## src/rtl/upsp_stream_adapter_if.sv

```systemverilog
// Stream bundle between the up-sampling adapter, the ac read/write ports and
// the up-sampling core. The master modport is the adapter's view.
interface upsp_stream_adapter_if #(
   parameter int PIX_WIDTH = 24,
   parameter int RD_PIX    = 4,
   parameter int WR_PIX    = 4
);
   // ac read beats into the adapter
   logic                          ac_upsp_rvalid;
   logic [RD_PIX*PIX_WIDTH-1:0]   ac_upsp_rdata;
   logic                          upsp_ac_rready;
   // one pixel per beat towards the core
   logic                          adp_core_valid;
   logic [PIX_WIDTH-1:0]          adp_core_pixel;
   logic                          core_adp_ready;
   // one pixel per beat from the core
   logic                          core_adp_valid;
   logic [PIX_WIDTH-1:0]          core_adp_pixel;
   logic                          adp_core_ready;
   // packed ac write beats out of the adapter
   logic                          upsp_ac_wvalid;
   logic [WR_PIX*PIX_WIDTH-1:0]   upsp_ac_wdata;
   logic                          upsp_ac_wlast;
   logic                          ac_upsp_wready;

   modport master (
      input  ac_upsp_rvalid, ac_upsp_rdata, core_adp_ready,
      input  core_adp_valid, core_adp_pixel, ac_upsp_wready,
      output upsp_ac_rready, adp_core_valid, adp_core_pixel,
      output adp_core_ready, upsp_ac_wvalid, upsp_ac_wdata, upsp_ac_wlast
   );

   modport slave (
      output ac_upsp_rvalid, ac_upsp_rdata, core_adp_ready,
      output core_adp_valid, core_adp_pixel, ac_upsp_wready,
      input  upsp_ac_rready, adp_core_valid, adp_core_pixel,
      input  adp_core_ready, upsp_ac_wvalid, upsp_ac_wdata, upsp_ac_wlast
   );
endinterface

```

## src/rtl/upsp_stream_adapter.sv

```systemverilog
// Frame-level adapter: unpacks wide ac read beats into a pixel stream for the
// up-sampling core, packs core pixels back into wide ac write beats, and
// sequences a frame from UPSTR (start edge / abort level) with status on UPENDR.
module upsp_stream_adapter #(
   parameter int CRF_DATA_WIDTH = 32,
   parameter int PIX_WIDTH      = 24,
   parameter int RD_PIX         = 4,
   parameter int WR_PIX         = 4,
   parameter int CNT_W          = 24
) (
   input  logic                      clk,
   input  logic                      rst_n,
   input  logic [CRF_DATA_WIDTH-1:0] UPSTR,
   output logic [CRF_DATA_WIDTH-1:0] UPENDR,
   input  logic [CNT_W-1:0]          cfg_in_pix,
   input  logic [CNT_W-1:0]          cfg_out_pix,
   upsp_stream_adapter_if.master     bus
);
   localparam int LANE_W = $clog2(RD_PIX + 1);
   localparam int PACK_W = (WR_PIX > 1) ? $clog2(WR_PIX) : 1;
   localparam int RD_W   = RD_PIX * PIX_WIDTH;
   localparam int WR_W   = WR_PIX * PIX_WIDTH;

   typedef enum logic [1:0] {IDLE, RUN, DRAIN, DONE} state_t;

   // frame sequencing
   state_t                state_reg;
   logic                  start_prev_reg;
   logic [2:0]            status_reg;

   // read side: pixels still to be fetched, pixels still to be handed to core
   logic [CNT_W-1:0]      in_req_rem_reg;
   logic [CNT_W-1:0]      in_pix_rem_reg;
   logic [RD_W-1:0]       beat_reg;
   logic [LANE_W-1:0]     lanes_left_reg;
   logic                  core_valid_reg;

   // write side
   logic [CNT_W-1:0]      out_pix_rem_reg;
   logic [WR_W-1:0]       pack_reg;
   logic [WR_W-1:0]       pack_next;
   logic [PACK_W-1:0]     pack_cnt_reg;
   logic                  wvalid_reg;
   logic [WR_W-1:0]       wdata_reg;
   logic                  wlast_reg;
   logic                  wlast_sent_reg;

   // control decode
   logic                  active;
   logic                  abort_now;
   logic                  start_edge;
   logic                  start_now;
   logic                  cfg_bad;
   logic                  start_ok;
   logic                  core_fire;
   logic                  last_lane_fire;
   logic                  rready;
   logic                  rd_fire;
   logic [LANE_W-1:0]     take;
   logic                  core_ready;
   logic                  out_fire;
   logic                  w_fire;
   logic                  final_px;
   logic                  pack_full;
   logic                  emit_beat;
   logic                  in_done;
   logic                  wlast_done;
   logic                  unused_upstr;

   assign unused_upstr = ^UPSTR[CRF_DATA_WIDTH-1:2];

   assign active     = (state_reg == RUN) || (state_reg == DRAIN);
   assign abort_now  = active && UPSTR[1];
   assign start_edge = UPSTR[0] && !start_prev_reg;
   // abort level also masks a start edge arriving in the same cycle
   assign start_now  = (state_reg == IDLE) && start_edge && !UPSTR[1];
   assign cfg_bad    = (cfg_in_pix == '0) || (cfg_out_pix == '0);
   assign start_ok   = start_now && !cfg_bad;

   // read handshakes: a new beat may be taken while the last buffered lane leaves
   assign core_fire      = core_valid_reg && bus.core_adp_ready;
   assign last_lane_fire = core_fire && (lanes_left_reg == LANE_W'(1));
   assign rready         = active && !abort_now && (in_req_rem_reg != '0) &&
                           ((lanes_left_reg == '0) || last_lane_fire);
   assign rd_fire        = rready && bus.ac_upsp_rvalid;
   // a short final beat only exposes the lanes that belong to the frame
   assign take           = (in_req_rem_reg >= CNT_W'(RD_PIX)) ? LANE_W'(RD_PIX)
                                                              : in_req_rem_reg[LANE_W-1:0];

   // write handshakes: core is held off only while a beat is stuck at the output
   assign core_ready = active && !abort_now && (out_pix_rem_reg != '0) &&
                       !(wvalid_reg && !bus.ac_upsp_wready);
   assign out_fire   = bus.core_adp_valid && core_ready;
   assign w_fire     = wvalid_reg && bus.ac_upsp_wready;
   assign final_px   = (out_pix_rem_reg == CNT_W'(1));
   assign pack_full  = (pack_cnt_reg == PACK_W'(WR_PIX - 1));
   assign emit_beat  = out_fire && (pack_full || final_px);

   // completion terms include same-cycle events so DONE follows the last handshake directly
   assign in_done    = (in_pix_rem_reg == '0) ||
                       ((in_pix_rem_reg == CNT_W'(1)) && core_fire);
   assign wlast_done = wlast_sent_reg || (w_fire && wlast_reg);

   // drop the incoming core pixel into its pack lane; other lanes keep their value
   for (genvar gi = 0; gi < WR_PIX; gi++) begin : g_pack
      assign pack_next[gi*PIX_WIDTH +: PIX_WIDTH] =
         (pack_cnt_reg == PACK_W'(gi)) ? bus.core_adp_pixel
                                       : pack_reg[gi*PIX_WIDTH +: PIX_WIDTH];
   end

   assign bus.upsp_ac_rready = rready;
   assign bus.adp_core_valid = core_valid_reg;
   assign bus.adp_core_pixel = beat_reg[PIX_WIDTH-1:0];
   assign bus.adp_core_ready = core_ready;
   assign bus.upsp_ac_wvalid = wvalid_reg;
   assign bus.upsp_ac_wdata  = wdata_reg;
   assign bus.upsp_ac_wlast  = wlast_reg;
   assign UPENDR             = {{(CRF_DATA_WIDTH-3){1'b0}}, status_reg};

   // read side: load a beat, then shift it down one lane per core handshake
   always_ff @(posedge clk or negedge rst_n) begin
      if (!rst_n) begin
         in_req_rem_reg <= '0;
         in_pix_rem_reg <= '0;
         beat_reg       <= '0;
         lanes_left_reg <= '0;
         core_valid_reg <= 1'b0;
      end else if (abort_now) begin
         in_req_rem_reg <= '0;
         in_pix_rem_reg <= '0;
         beat_reg       <= '0;
         lanes_left_reg <= '0;
         core_valid_reg <= 1'b0;
      end else if (start_ok) begin
         in_req_rem_reg <= cfg_in_pix;
         in_pix_rem_reg <= cfg_in_pix;
         beat_reg       <= '0;
         lanes_left_reg <= '0;
         core_valid_reg <= 1'b0;
      end else begin
         if (rd_fire) begin
            beat_reg       <= bus.ac_upsp_rdata;
            lanes_left_reg <= take;
            core_valid_reg <= 1'b1;
            in_req_rem_reg <= in_req_rem_reg - CNT_W'(take);
         end else if (core_fire) begin
            beat_reg       <= beat_reg >> PIX_WIDTH;
            lanes_left_reg <= lanes_left_reg - LANE_W'(1);
            core_valid_reg <= (lanes_left_reg != LANE_W'(1));
         end
         if (core_fire) begin
            in_pix_rem_reg <= in_pix_rem_reg - CNT_W'(1);
         end
      end
   end

   // write side: fill pack lanes, hand a full or final pack to the output register
   always_ff @(posedge clk or negedge rst_n) begin
      if (!rst_n) begin
         out_pix_rem_reg <= '0;
         pack_reg        <= '0;
         pack_cnt_reg    <= '0;
         wvalid_reg      <= 1'b0;
         wdata_reg       <= '0;
         wlast_reg       <= 1'b0;
         wlast_sent_reg  <= 1'b0;
      end else if (abort_now || start_ok) begin
         out_pix_rem_reg <= start_ok ? cfg_out_pix : '0;
         pack_reg        <= '0;
         pack_cnt_reg    <= '0;
         wvalid_reg      <= 1'b0;
         wdata_reg       <= '0;
         wlast_reg       <= 1'b0;
         wlast_sent_reg  <= 1'b0;
      end else begin
         if (out_fire) begin
            out_pix_rem_reg <= out_pix_rem_reg - CNT_W'(1);
            if (emit_beat) begin
               pack_reg     <= '0;
               pack_cnt_reg <= '0;
            end else begin
               pack_reg     <= pack_next;
               pack_cnt_reg <= pack_cnt_reg + PACK_W'(1);
            end
         end
         if (emit_beat) begin
            wvalid_reg <= 1'b1;
            wdata_reg  <= pack_next;
            wlast_reg  <= final_px;
         end else if (w_fire) begin
            wvalid_reg <= 1'b0;
            wdata_reg  <= '0;
            wlast_reg  <= 1'b0;
         end
         if (w_fire && wlast_reg) begin
            wlast_sent_reg <= 1'b1;
         end
      end
   end

   // frame FSM with sticky status register
   always_ff @(posedge clk or negedge rst_n) begin
      if (!rst_n) begin
         state_reg      <= IDLE;
         start_prev_reg <= 1'b0;
         status_reg     <= 3'b000;
      end else begin
         start_prev_reg <= UPSTR[0];
         case (state_reg)
            IDLE: begin
               if (start_now) begin
                  if (cfg_bad) begin
                     status_reg <= 3'b100;
                  end else begin
                     status_reg <= 3'b000;
                     state_reg  <= RUN;
                  end
               end
            end
            RUN: begin
               if (abort_now) begin
                  status_reg <= 3'b010;
                  state_reg  <= IDLE;
               end else if (out_fire && final_px) begin
                  state_reg <= DRAIN;
               end
            end
            DRAIN: begin
               if (abort_now) begin
                  status_reg <= 3'b010;
                  state_reg  <= IDLE;
               end else if (wlast_done && in_done) begin
                  state_reg <= DONE;
               end
            end
            DONE: begin
               status_reg <= 3'b001;
               state_reg  <= IDLE;
            end
            default: state_reg <= IDLE;
         endcase
      end
   end
endmodule

```

## src/flat_wrapper.sv

```systemverilog
// flat-port wrapper written by rule: the top's interface ports become plain ports
module upsp_stream_adapter_flat 
#(
   parameter int CRF_DATA_WIDTH = 32,
   parameter int PIX_WIDTH      = 24,
   parameter int RD_PIX         = 4,
   parameter int WR_PIX         = 4,
   parameter int CNT_W          = 24
)
  (clk, rst_n, UPSTR, UPENDR, cfg_in_pix, cfg_out_pix, bus_ac_upsp_rvalid, bus_ac_upsp_rdata, bus_core_adp_ready, bus_core_adp_valid, bus_core_adp_pixel, bus_ac_upsp_wready, bus_upsp_ac_rready, bus_adp_core_valid, bus_adp_core_pixel, bus_adp_core_ready, bus_upsp_ac_wvalid, bus_upsp_ac_wdata, bus_upsp_ac_wlast);
  upsp_stream_adapter_if #(.PIX_WIDTH(PIX_WIDTH), .RD_PIX(RD_PIX), .WR_PIX(WR_PIX)) bus_i ();
  input  logic clk;
  input  logic rst_n;
  input  logic [CRF_DATA_WIDTH-1:0] UPSTR;
  output logic [CRF_DATA_WIDTH-1:0] UPENDR;
  input  logic [CNT_W-1:0] cfg_in_pix;
  input  logic [CNT_W-1:0] cfg_out_pix;
  input wire logic [$bits(bus_i.ac_upsp_rvalid)-1:0] bus_ac_upsp_rvalid;
  input wire logic [$bits(bus_i.ac_upsp_rdata)-1:0] bus_ac_upsp_rdata;
  input wire logic [$bits(bus_i.core_adp_ready)-1:0] bus_core_adp_ready;
  input wire logic [$bits(bus_i.core_adp_valid)-1:0] bus_core_adp_valid;
  input wire logic [$bits(bus_i.core_adp_pixel)-1:0] bus_core_adp_pixel;
  input wire logic [$bits(bus_i.ac_upsp_wready)-1:0] bus_ac_upsp_wready;
  output wire logic [$bits(bus_i.upsp_ac_rready)-1:0] bus_upsp_ac_rready;
  output wire logic [$bits(bus_i.adp_core_valid)-1:0] bus_adp_core_valid;
  output wire logic [$bits(bus_i.adp_core_pixel)-1:0] bus_adp_core_pixel;
  output wire logic [$bits(bus_i.adp_core_ready)-1:0] bus_adp_core_ready;
  output wire logic [$bits(bus_i.upsp_ac_wvalid)-1:0] bus_upsp_ac_wvalid;
  output wire logic [$bits(bus_i.upsp_ac_wdata)-1:0] bus_upsp_ac_wdata;
  output wire logic [$bits(bus_i.upsp_ac_wlast)-1:0] bus_upsp_ac_wlast;
  assign bus_i.ac_upsp_rvalid = bus_ac_upsp_rvalid;
  assign bus_i.ac_upsp_rdata = bus_ac_upsp_rdata;
  assign bus_i.core_adp_ready = bus_core_adp_ready;
  assign bus_i.core_adp_valid = bus_core_adp_valid;
  assign bus_i.core_adp_pixel = bus_core_adp_pixel;
  assign bus_i.ac_upsp_wready = bus_ac_upsp_wready;
  assign bus_upsp_ac_rready = bus_i.upsp_ac_rready;
  assign bus_adp_core_valid = bus_i.adp_core_valid;
  assign bus_adp_core_pixel = bus_i.adp_core_pixel;
  assign bus_adp_core_ready = bus_i.adp_core_ready;
  assign bus_upsp_ac_wvalid = bus_i.upsp_ac_wvalid;
  assign bus_upsp_ac_wdata = bus_i.upsp_ac_wdata;
  assign bus_upsp_ac_wlast = bus_i.upsp_ac_wlast;
  upsp_stream_adapter #(.CRF_DATA_WIDTH(CRF_DATA_WIDTH), .PIX_WIDTH(PIX_WIDTH), .RD_PIX(RD_PIX), .WR_PIX(WR_PIX), .CNT_W(CNT_W)) u_core (.clk(clk), .rst_n(rst_n), .UPSTR(UPSTR), .UPENDR(UPENDR), .cfg_in_pix(cfg_in_pix), .cfg_out_pix(cfg_out_pix), .bus(bus_i));
endmodule
```

## config.mk

```make
export PLATFORM = sky130hd
export DESIGN_NAME = upsp_stream_adapter_flat
export DESIGN_NICKNAME = d
export VERILOG_FILES = /design/src/rtl/upsp_stream_adapter_if.sv /design/src/rtl/upsp_stream_adapter.sv /design/src/flat_wrapper.sv
export SDC_FILE = /design/constraint.sdc
export NUM_CORES = 1
export LEC_CHECK = 0
export CORE_ASPECT_RATIO = 0.6
export CORE_UTILIZATION = 57
export DETAILED_ROUTE_END_ITERATION = 12
export PLACE_DENSITY = 0.87
export SKIP_CTS_REPAIR_TIMING = 1
export SYNTH_ARGS = -nofsm -noshare
export SYNTH_HDL_FRONTEND = slang
export SYNTH_SLANG_ARGS = --single-unit
export TNS_END_PERCENT = 30
```

## constraint.sdc

```tcl
create_clock -name clk -period 3.8 [get_ports clk]
set_input_delay 0.95 -clock clk [delete_from_list [all_inputs] [get_ports clk]]
set_output_delay 0.95 -clock clk [all_outputs]
set_load 0.05 [all_outputs]
```

# Word-level counts from Yosys, hierarchy flattened
# Cells that the tools add are included.
[op_classes]
n_addsub = 5
order_cmp = 1
eq_ne = 15
n_mux = 53
reduce_logical = 51
[ops]
columns = ["op", "count"]
rows = [
  ["$mux 96", 10],
  ["$mux 24", 13],
  ["$logic_not 24->1", 3],
  ["$eq 24x1->1 const B", 2],
  ["$reduce_bool 24->1", 2],
  ["$sub 24x1->24 const B", 2],
  ["$ge 24x3->1 const B", 1],
  ["$mux 3", 8],
  ["$sub 24x3->24", 1],
  ["$logic_and 1x1->1", 21],
  ["$mux 2", 9],
  ["$mux 1", 11],
  ["$pmux 3 s3", 1],
  ["$reduce_bool 3->1", 3],
  ["$eq 2x2->1 const B", 4],
  ["$pmux 2 s4", 1],
  ["$logic_or 1x1->1", 7],
  ["$logic_not 1->1", 6],
  ["$ne 3x2->1 const B", 2],
  ["$eq 2x1->1 const B", 2],
  ["$logic_not 2->1", 2],
  ["$ne 2x1->1 const B", 2],
  ["$reduce_and 4->1", 1],
  ["$reduce_bool 2->1", 2],
  ["9 further kinds", 9],
]
[totals]
reg_bits = 375
input_bits = 206
output_inout_bits = 157
word_cells = 140

# Longest topological paths before layout
[logic_depth]
ltp_word = 12
ltp_mapped = 13
ltp_nobuf = 10

# Worst setup path before layout
# Ideal clock, no wire load.
[synth_timing]
path_type = "input to output"
start = "input port UPSTR[1]"
end = "output port bus_upsp_ac_rready"
arrival_ns = 2.834
t_required_ns = 2.850
setup_slack_ns = 0.016
cell_stages = 2
path_buffers = 0
path_cell_list = "nor2b_1 -> nor4b_1"
[synth_between]
elab_chain_len = 5
[synth_rtl]
columns = ["item", "line", "text"]
rows = [
  ["start: declaration", "flat_wrapper.sv:14", "input logic [CRF_DATA_WIDTH-1:0] UPSTR;"],
  ["$logic_and 1x1->1", "upsp_stream_adapter.sv:73", "assign abort_now = active && UPSTR[1];"],
  ["$logic_not 1->1", "upsp_stream_adapter.sv:83", "assign rready = active && !abort_now && (in_req_rem_reg != '0) &&"],
  ["$logic_and 1x1->1 (3 in a row)", "upsp_stream_adapter.sv:83", ""],
  ["end: declaration", "flat_wrapper.sv:24", "output wire logic [$bits(bus_i.upsp_ac_rready)-1:0] bus_upsp_ac_rready;"],
]
# Every way passes these cells.

# Final worst setup path
[layout_timing]
start = "register u_core.out_pix_rem_reg[4]"
end = "output port bus_adp_core_ready"
[layout_between]
elab_chain_len = 3
[layout_rtl]
columns = ["item", "line", "text"]
rows = [
  ["start: declaration", "upsp_stream_adapter.sv:39", "logic [CNT_W-1:0] out_pix_rem_reg;"],
  ["start signal: assignment", "upsp_stream_adapter.sv:168", "out_pix_rem_reg <= start_ok ? cfg_out_pix : '0;"],
  ["start signal: assignment", "upsp_stream_adapter.sv:177", "out_pix_rem_reg <= out_pix_rem_reg - CNT_W'(1);"],
  ["$reduce_bool 24->1", "upsp_stream_adapter.sv:91", "assign core_ready = active && !abort_now && (out_pix_rem_reg != '0) &&"],
  ["$logic_and 1x1->1 (2 in a row)", "upsp_stream_adapter.sv:91", ""],
  ["end: declaration", "flat_wrapper.sv:27", "output wire logic [$bits(bus_i.adp_core_ready)-1:0] bus_adp_core_ready;"],
]
# Every way passes these cells.

==> load_flow_metrics.sql <==
INSERT INTO impl_metrics (metric_group, metric, value, unit) VALUES
('logic_synthesis', 'yosys.cell_types.count', '79', ''),
('logic_synthesis', 'synth-seq-cells', '375', ''),
('power_and_ir_drop', 'power_density', '680', 'nW/µm²'),
('timing', 'report.final.slew_viol_count', '0', ''),
('finish', 'area_growth_syn_to_layout', '24.3', '%'),
('timing', 'maxClockFrequency', '0.272', 'GHz'),
('clock_tree', 'tritoncts.num_buffers', '37', ''),
('logic_synthesis', 'syn-mean-instance-area', '9.43', 'µm²'),
('critical_path', 'setup.worst_path.start_class', 'flop', ''),
('logic_synthesis', 'ys_seq_area_frac', '0.499', ''),
('timing', 'finalCritPeriodShare', '0.966', ''),
('power_and_ir_drop', 'share_comb_of_total_power', '0.414', ''),
('logic_synthesis', 'synth-warning-count', '0', ''),
('power_and_ir_drop', 'netSwitchingFraction', '0.400', ''),
('floorplan', 'fp.dieW', '237', 'µm'),
('detailed_routing', 'drt_drc_violations_left', '0', ''),
('timing', 'worstMarginPinSlew', '0.833', 'ns'),
('worst_hold_path', 'hold_class', 'in -> async', ''),
('power_and_ir_drop', 'p_sw', '0.00637', 'W'),
('placement', 'io_buffers', '303', ''),
('clock_tree', 'tritoncts_clock_tree', 'built', ''),
('critical_path', 'end_kind', 'output port', ''),
('detailed_routing', 'post_drt_via_cell_ratio', '6.18', ''),
('timing', 'setup-violations-final', '0', ''),
('timing', 'timing.final.hold_violations', '0', ''),
('run_status', 'outcome', 'finished clean', ''),
('logic_synthesis', 'post_synth_and_or_nand_nor_area_fraction', '0.179', ''),
('logic_synthesis', 'synth.area.mux_share', '0.0586', ''),
('floorplan', 'core_ar', '32500', 'µm²'),
('timing', 'setup_tns_after_final_layout', '0', 'ns'),
('detailed_routing', 'vias', '16500', ''),
('detailed_routing', 'drtIter0Drc', '2030', ''),
('timing', 'worst_slew_margin_rel', '0.444', ''),
('floorplan', 'rows', '51', ''),
('logic_synthesis', 'synthDominantCellAreaShare', '0.499', ''),
('finish', 'layout.cells.most_common', 'dfrtp_1', ''),
('clock_tree', 'clk_latency', '0.54', 'ns'),
('global_route', 'global_route_wire_length_before_repair', '87400', 'µm'),
('floorplan', 'ios', '363', ''),
('power_and_ir_drop', 'finalPower', '0.0159', 'W'),
('logic_synthesis', 'synth_flop_cell', 'dfrtp_1', ''),
('power_and_ir_drop', 'intPower', '0.00954', 'W'),
('critical_path', 'worst-path-max-fanout', '7', ''),
('global_route', 'grt_start_max_net_pins', '121', ''),
('clock_tree', 'cts.clk_slew.worst_paths', '0.06', 'ns'),
('logic_synthesis', 'post_synth_fa_ha_maj_area_fraction', '0.0120', ''),
('global_route', 'via_count_of_the_first_global_routing_pass', '15800', ''),
('critical_path', 'path_class', 'reg -> out', ''),
('critical_path', 'cp_data_arrival_time', '2.72', 'ns'),
('clock_tree', 'clkSinkCount', '375', ''),
('finish', 'post_route_cells_drive_above_1_share', '0.115', ''),
('timing', 'hold_ws', '0.422', 'ns'),
('floorplan', 'design.die.area', '33800', 'µm²'),
('power_and_ir_drop', 'vdd_ir_max', '0.000453', 'V'),
('floorplan', 'floorplan.die.height', '143', 'µm'),
('critical_path', 'reg2reg_slack', '0.98', 'ns'),
('finish', 'fillerInstances', '2342', ''),
('finish', 'finalCoreUtilization', '0.720', ''),
('finish', 'multi_input_area', '8440', 'µm²'),
('logic_synthesis', 'count_of_flip_flops_with_a_built_in_enable_after_synthesis', '0', ''),
('logic_synthesis', 'syn-cell-area', '18800', 'µm²'),
('power_and_ir_drop', 'share_seq_of_total_power', '0.357', ''),
('finish', 'nNetsFinal', '2444', ''),
('detailed_routing', 'drtAntennaViolNets', '0', ''),
('finish', 'register_area', '9380', 'µm²'),
('flow_run', 'drv.max_cap_violation_count', '0', ''),
('detailed_routing', 'routed_wire_length_per_instance', '21.2', 'µm'),
('power_and_ir_drop', 'cellLeakagePower', '10.0', 'nW'),
('logic_synthesis', 'synthesis.instances', '1997', ''),
('clock_tree', 'root_buffer_selected_by_cts', 'clkbuf_16', ''),
('detailed_routing', 'detail_route.wirelength', '56800', 'µm');
## Yosys cell counts, drive strengths merged, types with 3 or more instances
cell / count
nor4b: 4
dfrtp: 375
or3: 3
nand3: 136
a22oi: 3
o21a: 5
o22ai: 7
clkbuf: 98
nor4: 40
nand4: 12
nor2: 112
a31oi: 9
nand2b: 5
nor3: 30
or4: 7
or2: 5
a21oi: 312
and3: 33
o311ai: 3
inv: 14
buf: 109
mux2: 97
and2: 8
o211ai: 7
a22o: 73
o21ai: 47
xnor2: 36
ha: 18
nand2: 326
xor2: 13
o31ai: 5
o41a: 3
a41oi: 4
a211oi: 5
## kinds of logic after synthesis
kind of cell,count (synthesis)
buffers and inverters,221
other,1
XOR/XNOR,49
flip-flops,375
AO/OA/AOI/OAI,505
multiplexers,98
AND/OR/NAND/NOR,730
adder cells (fa/ha/maj),18
## per-layer routing
layer / GRT usage / share of wire
met1: 0.471 / 0.42
met2: 0.473 / 0.45
met3: 0.0945 / 0.10
met4: 0.114 / 0.026
met5: 0 / 0.00055
## critical path, cell delays in order, from the launching register on
cell,delay (ns)
dfrtp_1,0.47
nor4_4,0.39
nand2_1,0.12
or4_1,0.72
and3_1,0.32
buf_12,0.17
## area by class of cell
class / instances / share of cell area
timing repair buffer: 362 / 0.161
inverter: 14 / 0.00225
sequential: 375 / 0.401
tap: 424 / 0.0227
antenna: 11 / 0.00118
multi-input combinational: 1430 / 0.361
clock buffer: 55 / 0.0472
clock inverter: 7 / 0.00326
## power by group through the flow
stage | clock network [W] | logic (W) | registers [W]
2_1_floorplan | 0 | 0.00466 | 0.00559
6_report | 0.00365 | 0.00658 | 0.00568
3_5_place_dp | 0 | 0.00642 | 0.00570
4_1_cts | 0.00369 | 0.00648 | 0.00564
5_1_grt | 0.00383 | 0.00710 | 0.00579
3_3_place_gp | 0 | 0.00621 | 0.00564
## through the flow
stage	setup WS (ns)	area [µm²]	std cells
floorplan	0.0158	18900	2026
global placement	0.321	22200	2605
detailed placement	0.182	22200	2605
CTS	0.0716	23300	2667
global route	0.0349	23400	2677
finish	0.127	23400	2678
## final timing paths
path | endpoint | depth (start not counted) | startpoint
worst min register to register | u_core.status_reg[1]$_DFFE_PN0P_ | 2 | u_core.status_reg[1]$_DFFE_PN0P_
min in group clk | u_core.status_reg[1]$_DFFE_PN0P_ | 2 | u_core.status_reg[1]$_DFFE_PN0P_
worst min-delay path | u_core.bus.upsp_ac_wdata[5]$_DFFE_PN0P_ | 1 | rst_n
max in group asynchronous | u_core.in_pix_rem_reg[14]$_DFFE_PN0P_ | 2 | rst_n
worst max register to register | u_core.bus.upsp_ac_wdata[7]$_DFFE_PN0P_ | 7 | u_core.out_pix_rem_reg[4]$_DFFE_PN0P_
worst max-delay path | bus_adp_core_ready | 5 | u_core.out_pix_rem_reg[4]$_DFFE_PN0P_
No activity file was read; power rests on OpenSTA's default activity.
